**config.mk**
```make
export PLATFORM = sky130hd
export DESIGN_NAME = envelope_gate
export DESIGN_NICKNAME = d
export VERILOG_FILES = /design/src/rtl/guitarpedal_pkg.sv /design/src/rtl/env_follower.sv /design/src/rtl/envelope_gate.sv
export SDC_FILE = /design/constraint.sdc
export NUM_CORES = 1
export LEC_CHECK = 0
export CAP_MARGIN = 20
export CORE_UTILIZATION = 65
export CTS_CLUSTER_SIZE = 30
export DETAILED_ROUTE_END_ITERATION = 8
export PLACE_DENSITY = 0.94
export SLEW_MARGIN = 20
export SYNTH_ARGS = -nofsm -noshare
export SYNTH_HDL_FRONTEND = slang
export SYNTH_SLANG_ARGS = --single-unit
```
**constraint.sdc**
```tcl
create_clock -name clk -period 23.2 [get_ports clk]
set_input_delay 4.64 -clock clk [delete_from_list [all_inputs] [get_ports clk]]
set_output_delay 4.64 -clock clk [all_outputs]
set_load 0.1 [all_outputs]
```
**src/rtl/guitarpedal_pkg.sv**
```systemverilog
// Shared types and constants for the guitar pedal datapath: gate states and the
// Q1.8 gain format with its saturating ramp helpers.
package guitarpedal_pkg;

    localparam int unsigned GAIN_W    = 9;
    localparam int unsigned GAIN_FRAC = 8;
    localparam logic [GAIN_W-1:0] GAIN_ONE = 9'd256;

    typedef enum logic [2:0] {
        GATE_CLOSED  = 3'd0,
        GATE_OPENING = 3'd1,
        GATE_OPEN    = 3'd2,
        GATE_HOLD    = 3'd3,
        GATE_CLOSING = 3'd4
    } gate_state_e;

    function automatic logic [GAIN_W-1:0] gain_ramp_up(input logic [GAIN_W-1:0] gain,
                                                       input logic [GAIN_W-1:0] step);
        logic [GAIN_W:0] sum;
        sum = {1'b0, gain} + {1'b0, step};
        if (sum >= {1'b0, GAIN_ONE}) begin
            return GAIN_ONE;
        end
        return sum[GAIN_W-1:0];
    endfunction

    function automatic logic [GAIN_W-1:0] gain_ramp_down(input logic [GAIN_W-1:0] gain,
                                                         input logic [GAIN_W-1:0] step);
        if (step >= gain) begin
            return '0;
        end
        return gain - step;
    endfunction

endpackage

```
**src/rtl/env_follower.sv**
```systemverilog
// One-pole envelope follower with separate attack and release exponents.
// env_n is the combinational next value so the gate can decide on the same beat.
module env_follower #(
    parameter int unsigned WIDTH = 24
) (
    input  logic             clk,
    input  logic             rst,
    input  logic             in_valid,
    input  logic [WIDTH-1:0] in_mag,
    input  logic [4:0]       attack_shift,
    input  logic [4:0]       release_shift,
    output logic [WIDTH-1:0] env_n,
    output logic [WIDTH-1:0] env
);

    logic [WIDTH-1:0] env_q;
    logic [WIDTH:0]   mag_x;
    logic [WIDTH:0]   env_x;
    logic [WIDTH:0]   delta;
    logic [WIDTH:0]   delta_sh;
    logic [WIDTH:0]   env_nx;
    logic             unused_env_msb;

    always_comb begin
        mag_x    = {1'b0, in_mag};
        env_x    = {1'b0, env_q};
        delta    = '0;
        delta_sh = '0;
        env_nx   = env_x;
        if (mag_x > env_x) begin
            delta    = mag_x - env_x;
            delta_sh = delta >> attack_shift;
            env_nx   = env_x + delta_sh;
        end else begin
            delta    = env_x - mag_x;
            delta_sh = delta >> release_shift;
            env_nx   = env_x - delta_sh;
        end
    end

    // Result always lies between env and in_mag, so the extra bit is never set.
    assign env_n          = env_nx[WIDTH-1:0];
    assign unused_env_msb = env_nx[WIDTH];
    assign env            = env_q;

    always_ff @(posedge clk or posedge rst) begin
        if (rst) begin
            env_q <= '0;
        end else if (in_valid) begin
            env_q <= env_n;
        end
    end

endmodule

```
**src/rtl/envelope_gate.sv**
```systemverilog
// Noise gate: envelope-driven hysteresis FSM with hold time and a linear gain ramp,
// applied to the audio sample through a two-stage pipeline.
module envelope_gate
    import guitarpedal_pkg::*;
#(
    parameter int unsigned WIDTH  = 24,
    parameter int unsigned HOLD_W = 16
) (
    input  logic                    clk,
    input  logic                    rst,
    input  logic                    in_valid,
    input  logic signed [WIDTH-1:0] in_sample,
    input  logic [WIDTH-1:0]        in_mag,
    input  logic [4:0]              attack_shift,
    input  logic [4:0]              release_shift,
    input  logic [WIDTH-1:0]        thresh_open,
    input  logic [WIDTH-1:0]        thresh_close,
    input  logic [HOLD_W-1:0]       hold_samples,
    input  logic [7:0]              ramp_step,
    output logic                    out_valid,
    output logic signed [WIDTH-1:0] out_sample,
    output logic [WIDTH-1:0]        env,
    output logic                    gate_open
);

    localparam int unsigned PROD_W = WIDTH + GAIN_W + 1;

    logic [WIDTH-1:0]        env_n;
    gate_state_e             state_q;
    gate_state_e             state_d;
    logic [GAIN_W-1:0]       gain_q;
    logic [GAIN_W-1:0]       gain_d;
    logic [GAIN_W-1:0]       step;
    logic [GAIN_W-1:0]       gain_up;
    logic [GAIN_W-1:0]       gain_dn;
    logic [HOLD_W-1:0]       hold_q;
    logic [HOLD_W-1:0]       hold_d;
    logic signed [WIDTH-1:0] sample_q;
    logic                    s1_valid_q;
    logic                    open_hit;
    logic                    close_hit;
    logic signed [PROD_W-1:0] sample_ext;
    logic signed [PROD_W-1:0] gain_ext;
    logic signed [PROD_W-1:0] product;
    logic                    unused_product;

    env_follower #(
        .WIDTH(WIDTH)
    ) u_env_follower (
        .clk          (clk),
        .rst          (rst),
        .in_valid     (in_valid),
        .in_mag       (in_mag),
        .attack_shift (attack_shift),
        .release_shift(release_shift),
        .env_n        (env_n),
        .env          (env)
    );

    assign step      = (ramp_step == 8'd0) ? 9'd1 : {1'b0, ramp_step};
    assign gain_up   = gain_ramp_up(gain_q, step);
    assign gain_dn   = gain_ramp_down(gain_q, step);
    assign open_hit  = (env_n >= thresh_open);
    assign close_hit = (env_n < thresh_close);

    always_comb begin
        state_d = state_q;
        hold_d  = hold_q;
        unique case (state_q)
            GATE_CLOSED: begin
                if (open_hit) state_d = GATE_OPENING;
            end
            GATE_OPENING: begin
                if (close_hit) begin
                    state_d = GATE_CLOSING;
                end else if (gain_up == GAIN_ONE) begin
                    state_d = GATE_OPEN;
                end
            end
            GATE_OPEN: begin
                if (close_hit) begin
                    state_d = GATE_HOLD;
                    hold_d  = hold_samples;
                end
            end
            GATE_HOLD: begin
                if (open_hit) begin
                    state_d = GATE_OPEN;
                end else if (hold_q == '0) begin
                    state_d = GATE_CLOSING;
                end else begin
                    hold_d = hold_q - 1'b1;
                end
            end
            GATE_CLOSING: begin
                if (open_hit) begin
                    state_d = GATE_OPENING;
                end else if (gain_dn == '0) begin
                    state_d = GATE_CLOSED;
                end
            end
            default: state_d = GATE_CLOSED;
        endcase
    end

    // Gain follows the state the beat lands in, so the final ramp step is the
    // one that completes the transition into OPEN or CLOSED.
    always_comb begin
        gain_d = gain_q;
        unique case (state_d)
            GATE_OPENING: gain_d = gain_up;
            GATE_CLOSING: gain_d = gain_dn;
            GATE_OPEN:    gain_d = (state_q == GATE_OPENING) ? gain_up : gain_q;
            GATE_CLOSED:  gain_d = (state_q == GATE_CLOSING) ? gain_dn : gain_q;
            GATE_HOLD:    gain_d = gain_q;
            default:      gain_d = '0;
        endcase
    end

    always_ff @(posedge clk or posedge rst) begin
        if (rst) begin
            state_q    <= GATE_CLOSED;
            gain_q     <= '0;
            hold_q     <= '0;
            sample_q   <= '0;
            s1_valid_q <= 1'b0;
        end else begin
            s1_valid_q <= in_valid;
            if (in_valid) begin
                state_q  <= state_d;
                gain_q   <= gain_d;
                hold_q   <= hold_d;
                sample_q <= in_sample;
            end
        end
    end

    assign sample_ext = $signed({{(GAIN_W + 1){sample_q[WIDTH-1]}}, sample_q});
    assign gain_ext   = $signed({{(WIDTH + 1){1'b0}}, gain_q});
    assign product    = sample_ext * gain_ext;
    // Taking the bits above the fraction is the arithmetic shift; exact at unity gain.
    assign unused_product = ^{product[PROD_W-1:WIDTH+GAIN_FRAC], product[GAIN_FRAC-1:0]};

    always_ff @(posedge clk or posedge rst) begin
        if (rst) begin
            out_valid  <= 1'b0;
            out_sample <= '0;
        end else begin
            out_valid <= s1_valid_q;
            if (s1_valid_q) begin
                out_sample <= product[WIDTH+GAIN_FRAC-1:GAIN_FRAC];
            end
        end
    end

    assign gate_open = (state_q == GATE_OPENING) || (state_q == GATE_OPEN) ||
                       (state_q == GATE_HOLD);

endmodule

```
Yosys cells after proc, flatten, opt, wreduce, memory -nomap -nowiden
Index checks and enable logic that the tools add are counted. Widths: inputs -> output; s select.

Shifts and indexed selects: 2. Bitwise gates (word level): 1. Order comparisons: 5. Add/sub/neg operators: 7. Reductions and logical operators: 10. Multiply operators: 1. Multiplexer cells: 24. Equality and inequality tests: 14.

Operator list (number): $mux 9 (6); $shr 25x5->24 (2); $sub 24x24->25 (2); $mux 16 (3); $pmux 9 s5 (1); $mul 24x10->32 (1); $pmux 16 s2 (1); $add 24x24->24 (1); $ge 24x24->1 (1); $gt 24x24->1 (1); $lt 24x24->1 (1); $mux 24 (1); $mux 3 (8); $sub 24x24->24 (1); $logic_not 16->1 (1); $sub 16x1->16 const B (1); $pmux 3 s5 (1); $eq 3x2->1 const B (4); $add 9x8->10 (1); $ge 10x9->1 const B (1); $ne 2x2->1 const B (5); $eq 9x9->1 const B (1); $ge 8x9->1 (1); $logic_not 9->1 (1); 12 further kinds (17).

Output and inout bits: 50. Register bits after elaboration: 102. Word-level logic and storage cells: 72. Input bits: 133.

Longest topological paths before layout
Gate-level depths: netlist of the first run.

Word-level depth: 13. Gate-level depth with buffers: 49. Mapped depth without buffers: 47.

Hierarchy
A second synthesis of the first run with hierarchy kept.

Cells, all modules: 2651. Area total of the unflattened synthesis: 21207.8 µm².

By module, submodules not included: envelope_gate (sequential area each 1951.9 µm², instances 1, area each 12622.1 µm², cells an instance 1408); env_follower (sequential area each 600.6 µm², instances 1, area each 8585.7 µm², cells an instance 1243).

Worst setup path after synthesis of the first run
OpenSTA, ideal clock, no wires.

Path type: input-to-reg. Start point: input in_mag[1]. End point: register gain_q[0]. Library setup time: 0.125 ns. Data required time: 23.075 ns. Data arrival time: 13.796 ns. Buffers on the path: 2. Setup slack: 9.280 ns. Stages on the path: 41. Cell sequence: inv_1 > ha_1 > nor2b_1 > o21ai_0 > a21boi_0 > o21ai_0 > a21oi_1 > a21boi_0 > o21ai_0 > a21oi_1 > xnor2_1 > mux4_2 > mux2_2 > a21oi_1 > o22ai_1 > o21ai_0 > ha_1 > nor2b_1 > [5 not listed] > a41o_1 > o41ai_1 > o21ai_0 > o41a_1 > a41o_1 > o41ai_1 > xnor2_1 > ha_1 > nand4_1 > or3_1 > o31ai_1 > mux2i_1 > and2_1 > clkbuf_1 > mux2i_1 > o221a_2 > clkbuf_1 > mux2_2.

Word-level cells in the longest chain between the ends: 10. Elaborated cells between the ends (all ways): 26. Those cells by class: 4 x add/sub; 3 x order compare; 6 x eq/ne; 2 x shift; 8 x mux; 1 x bitwise; 2 x reduce/logical.

RTL lines: start, declared (RTL line envelope_gate.sv:13) `input logic [WIDTH-1:0] in_mag,`; $sub 24x24->25, on equally long branches (RTL line env_follower.sv:35, env_follower.sv:31); $shr 25x5->24, on equally long branches (RTL line env_follower.sv:36, env_follower.sv:32); $sub 24x24->24 / $add 24x24->24 (equally long branches) (RTL line env_follower.sv:37, env_follower.sv:33); $mux 24 (*) (RTL line env_follower.sv:30) `if (mag_x > env_x) begin`; via env_n[22] (RTL line envelope_gate.sv:28) `logic [WIDTH-1:0] env_n;`; $ge 24x24->1 / $lt 24x24->1 (equally long branches) (RTL line envelope_gate.sv:63, envelope_gate.sv:64); $mux 3, on equally long branches; $pmux 3 s5 (*) (RTL line envelope_gate.sv:69) `unique case (state_q)`; $eq 3x2->1 / $logic_not 3->1 (equally long branches) (RTL line envelope_gate.sv:110) `unique case (state_d)`; $ne 2x2->1 (no source line) / $not 1->1 (equally long branches); $reduce_and 4->1 (no source line); end signal, assigned (RTL line envelope_gate.sv:131) `gain_q <= gain_d;`; end, declared (RTL line envelope_gate.sv:31) `logic [GAIN_W-1:0] gain_q;`.

The timed path passes the listed nets; every way through them passes the cells marked *. A chain may end at the register's enable or synchronous reset.

Worst setup path in the final report of the first run
Start point: input in_mag[1]. End point: register gain_q[3].

The elaborated chain is that of the path after synthesis.

==> results of run 1 <==
-- worst paths after layout --
check,from,to,slack [ns],cells past startpoint
min reg2reg,out_sample[3],out_sample[3],0.51,2
min in group asynchronous,rst,hold_q[3],4.69,2
max,in_mag[1],gain_q[3],6.62,39
max in group asynchronous,rst,u_env_follower.env[0],17.33,3
min,out_sample[3],out_sample[3],0.51,2
max reg2reg,u_env_follower.env[0],gain_q[3],10.86,40
-- layer usage --
layer	up-vias	wire length [um]
met5	-	17
met4	2	3340
met3	342	9150
met2	1526	31300
met1	10100	28700
li1	9097	-
-- state kept, by name (all words and copies together) (netlist names) --
name	cells
out_sample	24
sample_q	24
u_env_follower.env	24
hold_q	16
gain_q	9
state_q	3
out_valid	1
s1_valid_q	1
-- placed cells by master, fill, tap and decap left out, types with 15 or more instances in the layout --
cell and count:
o211ai_1 15, or3_1 19, a21oi_1 143, a21o_1 54
clkdlybuf4s50_1 181, xnor2_1 81, and3_1 17, dfrtp_1 102
a211oi_1 30, nand4_1 25, xor2_1 34, buf_4 22
nand3_1 40, o21a_1 22, inv_1 336, mux2_2 70
o21ai_0 116, and2_1 155, nor4_1 16, fa_1 175
nand2_1 211, nor3_1 56, ha_1 202, nor2_1 174
nor2b_1 25, mux2i_1 42
-- per-stage QoR --
step                      setup WS (ns)  hold slack (ns)  cells  area (um2)  utilization, %
after detailed placement           6.81            0.491   3105       23200            72.9
after CTS                          7.14            0.508   3120       23500            73.9
final                              6.62            0.506   3120       23500            73.9
after floorplan                    9.28            0.352   2606       21200               -
after global placement             7.23            0.472   3105       23200            72.9
after global routing               6.19            0.519   3120       23500            73.9
-- cell type report --
type,instances,share of cell area [%]
Multi-Input combinational cell,2024,71.6
Inverter,340,5.44
Timing Repair Buffer,204,8.44
Tap cell,435,2.32
Clock buffer,10,1.02
Clock inverter,5,0.352
Sequential cell,102,10.9
-- critical path: cells and delay by family --
kind | cells | cell delay [ns]
compound gates | 21 | 6.18
simple gates | 6 | 1.86
mux | 4 | 1.59
fa+ha+maj | 3 | 1.16
buf+inv | 3 | 0.81
xor+xnor | 2 | 0.64
-- kinds of logic after synthesis --
| family | count (synthesis) |
|---|---|
| simple gates | 800 |
| buf+inv | 480 |
| xor+xnor | 116 |
| compound gates | 609 |
| fa+ha+maj | 377 |
| mux | 122 |
| flops | 102 |
-- cells in the mapped netlist (7+ instances only) --
cell type,n,share of area (%)
a221oi_1,7,0.29
nor2_1,174,3.1
or2_2,7,0.21
mux2_2,70,3.7
o21ai_1,8,0.19
o21ai_0,116,2.7
or4_1,10,0.35
a32oi_1,9,0.37
buf_4,8,0.28
fa_1,175,17
dfrtp_1,102,12
ha_1,202,12
nand3_1,40,0.94
nor2b_1,25,0.74
clkbuf_1,93,1.6
o211a_1,10,0.47
a21o_1,54,1.9
a211oi_1,30,1.1
nand2_1,211,3.7
buf_2,15,0.35
a211o_1,13,0.54
o22ai_1,9,0.27
o211ai_1,15,0.53
and2_1,155,4.6
nand4_1,25,0.74
a21boi_0,12,0.42
a22oi_1,14,0.50
a31oi_1,9,0.27
nor3_1,56,1.3
nand2b_1,13,0.38
inv_1,337,6.0
a21oi_2,8,0.33
nor4_1,16,0.47
or3_1,19,0.56
o21bai_1,13,0.46
xnor2_1,81,3.3
and3_1,17,0.50
o2111ai_1,12,0.50
xor2_1,34,1.4
buf_1,24,0.42
o31ai_1,10,0.35
mux4_2,9,0.96
a21oi_1,144,3.4
mux2i_1,42,2.0
o21a_1,22,0.78
==> parameters.txt, run 1 <==
Parameter                              Value

Run status
  Result of the run ... completed

Timing
  Highest clock rate ... 60.3 MHz
  Final Max Tran Viols ... 0
  Period utilisation layout ... 71.5%
  Finish-stage setup viols ... 0
  Slew at the pin with the worst max-slew slack ... 1.15 ns
  Setup repair after global routing missed its margin ... false
  Minimum clock period after layout ... 16.58 ns
  Final Skew ... 0.00790 ns
  Final Hold Fails ... 0
  Headroom to the max-slew limit ... 23.4%
  TNS Setup ... 0 ns

Floorplan
  Area of the placeable core ... 0.0318 mm2
  Top-level port count ... 183
  Area of the die ... 0.0334 mm2
  Initial core utilization ... 66.7%
  Cell row count ... 65
  Die Ht ... 183 um
  Horizontal die dimension ... 183 um

Clock network
  Number of sinks driven by the clock tree ... 102
  Clock latency reported for the late side of the worst-skew pair ... 0.37 ns
  Clock root buffer ... clkbuf_16
  Buffer depth of the longest clock path ... 2
  Post-CTS Setup Bufs ... 0
  Number of buffers inserted for hold repair after clock tree synthesis ... 0
  Number of buffers added by the clock tree synthesis step ... 9
  H-tree depth ... 3
  Resize count post-CTS ... 0
  Clock tree from TritonCTS ... done
  Clock-pin transition on the worst setup and hold timing paths ... 0.08 ns

GRT
  Fraction of met2 tracks used by global routing ... 67.2%
  Vias in the first global route ... 21000
  Initial antenna violation count ... 1
  Sum of overflow across all layers after global routing ... 0
  Global routing usage on met3 ... 11.8%
  Pin count of the biggest net entering global routing ... 82
  Met1 usage in global routing ... 58.7%
  Global-route wire length before repair ... 114000 um
  Overall routing resource usage ... 44.0%
  Routing layer with the top usage in global route ... met2

Yosys
  Seq/Total Area, Yosys ... 12.0%
  Synthesized flop and latch total ... 102
  Library cells used by synthesis ... 105
  Synthesized area per cell ... 8.14 um2
  Combinational family with the most area after synthesis ... adder cells
  Commonest register cell after synthesis ... dfrtp_1
  Count of yosys warnings during synthesis ... 0
  Area share of xor/xnor cells in the synthesized design ... 4.85%
  Synth Net Count ... 3116
  Instance count of the mapped netlist ... 2606
  Complex-gate fraction of the synthesized area ... 20.0%
  Multiplexer area fraction after synthesis ... 6.72%
  Simple-gate share of the synthesized area ... 19.2%
  Async set-reset flop share out of synthesis ... 100%
  Adder-cell share of the synthesized area ... 28.4%
  Cell area after synthesis ... 0.0212 mm2
  Post-synth EDFFs ... 0

Setup path
  Cell repeated most along the worst path ... o21ai_0
  CP max FO ... 15
  Type of element launching the critical path ... input pin
  CP arrival ... 16.90 ns
  CP max stage cell ... or4b_2
  Req. time, crit path ... 23.52 ns
  Critical Path Sink Type ... flip-flop
  Type of the worst setup path ... input pin to flip-flop
  CP peak stage delay ... 0.77 ns

Detailed routing
  Wire per inst ... 23.2 um
  Number of optimization iterations in the first detailed-route pass ... 8
  Post-DRT Antenna Nets ... 0
  Vias per cell ... 6.76
  Vias after detailed routing ... 21100
  Iter 0 DRT Violations ... 2798
  DRC Markers ... 0
  Wire length reported by the detailed router ... 72500 um

Finish
  Synth-to-Final Area Change ... 10.7%
  Storage element area ... 0.00255 mm2
  Layout cell share with drive strength beyond 1 ... 6.78%
  Footprint of the multi-input gates ... 0.0168 mm2
  Total Nets Final ... 3191
  Diode count ... 0
  Count of fill cells added during filler insertion ... 2223

Placed design
  Count of input and output buffers ... 182
  Placer's final routability congestion estimate ... 1.09
  Detail Placement HPWL ... 56600 um

Min path
  Worst min-delay path category ... flip-flop to flip-flop

Run
  Max-cap violations ... 0
Power of run 1 is left out: the tool's default activity adds up to more than one toggle a clock period on the data nets, which glitch-free logic cannot reach.
==> run 2, diff against run 1 <==
--- a/config.mk
+++ b/config.mk
@@ -6,10 +6,10 @@
 export NUM_CORES = 1
 export LEC_CHECK = 0
 export CAP_MARGIN = 20
-export CORE_UTILIZATION = 65
+export CORE_UTILIZATION = 55
 export CTS_CLUSTER_SIZE = 30
 export DETAILED_ROUTE_END_ITERATION = 8
-export PLACE_DENSITY = 0.94
+export PLACE_DENSITY = 0.85
 export SLEW_MARGIN = 20
 export SYNTH_ARGS = -nofsm -noshare
 export SYNTH_HDL_FRONTEND = slang
==> constraint.sdc (replaced) <==
create_clock -name clk -period 14.7 [get_ports clk]
set_input_delay 2.94 -clock clk [delete_from_list [all_inputs] [get_ports clk]]
set_output_delay 2.94 -clock clk [all_outputs]
set_load 0.1 [all_outputs]
==> parameters.txt, run 2 (synthesis gave the netlist of run 1 again) <==
Parameter                              Value

Floorplan
  Initial core utilization ... 56.0%
  Area of the placeable core ... 0.0378 mm2
  Area of the die ... 0.0394 mm2
  Die Ht ... 198 um
  Horizontal die dimension ... 198 um
  Cell row count ... 71
  Top-level port count ... 183

Detailed routing
  Vias after detailed routing ... 20300
  DRC Markers ... 0
  Iter 0 DRT Violations ... 2089
  Number of optimization iterations in the first detailed-route pass ... 6
  Wire length reported by the detailed router ... 69000 um
  Post-DRT Antenna Nets ... 0
  Wire per inst ... 21.5 um
  Vias per cell ... 6.32

Setup path
  CP peak stage delay ... 0.62 ns
  Type of element launching the critical path ... input pin
  CP max FO ... 9
  Type of the worst setup path ... input pin to flip-flop
  CP max stage cell ... o21ai_0
  Cell repeated most along the worst path ... o21ai_0
  CP arrival ... 14.26 ns
  Critical Path Sink Type ... flip-flop
  Req. time, crit path ... 14.97 ns

Finish
  Final design utilization ... 62.5%
  Layout cell share with drive strength beyond 1 ... 7.31%
  Footprint of the multi-input gates ... 0.0168 mm2
  Final standard cell area without fillers ... 0.0236 mm2
  Storage element area ... 0.00255 mm2
  Count of fill cells added during filler insertion ... 3247
  Commonest non-fill, non-tap cells in the layout ... inv_1, nand2_1, ha_1
  Total Nets Final ... 3200
  Synth-to-Final Area Change ... 11.4%
  Most common library cell in the layout ignoring fill and taps ... inv_1

Timing
  Final Hold Fails ... 0
  Final Max Tran Viols ... 0
  Slew at the pin with the worst max-slew slack ... 1.10 ns
  Finish-stage setup viols ... 0
  Final Skew ... 0.00877 ns
  Period utilisation layout ... 95.2%
  Headroom to the max-slew limit ... 26.6%
  Minimum clock period after layout ... 13.99 ns
  Highest clock rate ... 71.5 MHz
  TNS Setup ... 0 ns
  Setup repair after global routing missed its margin ... false

Clock network
  Clock root buffer ... clkbuf_16
  Clock-pin transition on the worst setup and hold timing paths ... 0.07 ns
  Number of sinks driven by the clock tree ... 102
  Buffer depth of the longest clock path ... 2
  Post-CTS Setup Bufs ... 0
  Clock tree from TritonCTS ... done
  H-tree depth ... 3
  Number of buffers added by the clock tree synthesis step ... 9
  Clock latency reported for the late side of the worst-skew pair ... 0.38 ns

GRT
  Overall routing resource usage ... 35.5%
  Global-route wire length before repair ... 109000 um
  Sum of overflow across all layers after global routing ... 0
  Vias in the first global route ... 20000
  Pin count of the biggest net entering global routing ... 81
  Initial antenna violation count ... 1

Run
  Max-cap violations ... 0

Placed design
  Area of placed instances ... 0.0233 mm2
  Detail Placement HPWL ... 55000 um
  Count of input and output buffers ... 182
  Placer's final routability congestion estimate ... 1.13

Run status
  Result of the run ... completed

Min path
  Worst min-delay path category ... flip-flop to flip-flop
run 2: worst max-delay path, delay by kind of cell:
family,cells,cell delay (ns)
buffers and inverters,3,0.64
and+or+nand+nor,5,0.91
xor gates and xnor gates,2,0.52
muxes,5,1.97
AOI/OAI and AO/OA,21,6.05
adders and majority gates,4,1.23
run 2: layer usage:
layer,routed length (um),global-route usage [%]
met1,29200,49.4
met2,30000,54.2
met3,7520,7.82
met4,2250,12.6
met5,0,0
run 2: timing repair:
action                                  in CTS  in global routing
gates resized for setup                      0                  4
hold buffers                                 0                  0
endpoints found under the setup margin       0                 25
run 2: per-stage QoR:
step / std cells / setup slack [ns] / hold slack, ns
2_1_floorplan: 2606 / 2.48 / 0.352
3_3_place_gp: 3190 / 0.619 / 0.472
3_5_place_dp: 3190 / 0.290 / 0.494
4_1_cts: 3206 / 0.634 / 0.513
5_1_grt: 3207 / 0.0665 / 0.529
6_report: 3207 / 0.705 / 0.509
run 2: final timing paths:
kind                                        from        endpoint  slack (ns)  depth (start not counted)
min                                out_sample[3]   out_sample[3]        0.51                          2
max in group asynchronous                    rst      s1_valid_q       10.46                          3
max                                    in_mag[0]       gain_q[7]        0.71                         40
min reg2reg                        out_sample[3]   out_sample[3]        0.51                          2
max reg2reg                u_env_follower.env[0]       gain_q[7]        3.24                         40
min in group asynchronous                    rst  out_sample[23]        2.99                          2
run 2: layout make-up:
| type | instances | share of cell area [%] |
|---|---|---|
| Timing Repair Buffer | 213 | 8.67 |
| Sequential cell | 102 | 10.8 |
| Antenna cell | 1 | 0.0106 |
| Inverter | 340 | 5.41 |
| Tap cell | 511 | 2.70 |
| Multi-Input combinational cell | 2024 | 71.2 |
| Clock inverter | 7 | 0.238 |
| Clock buffer | 9 | 0.953 |
Power of run 2 is left out for the same reason.
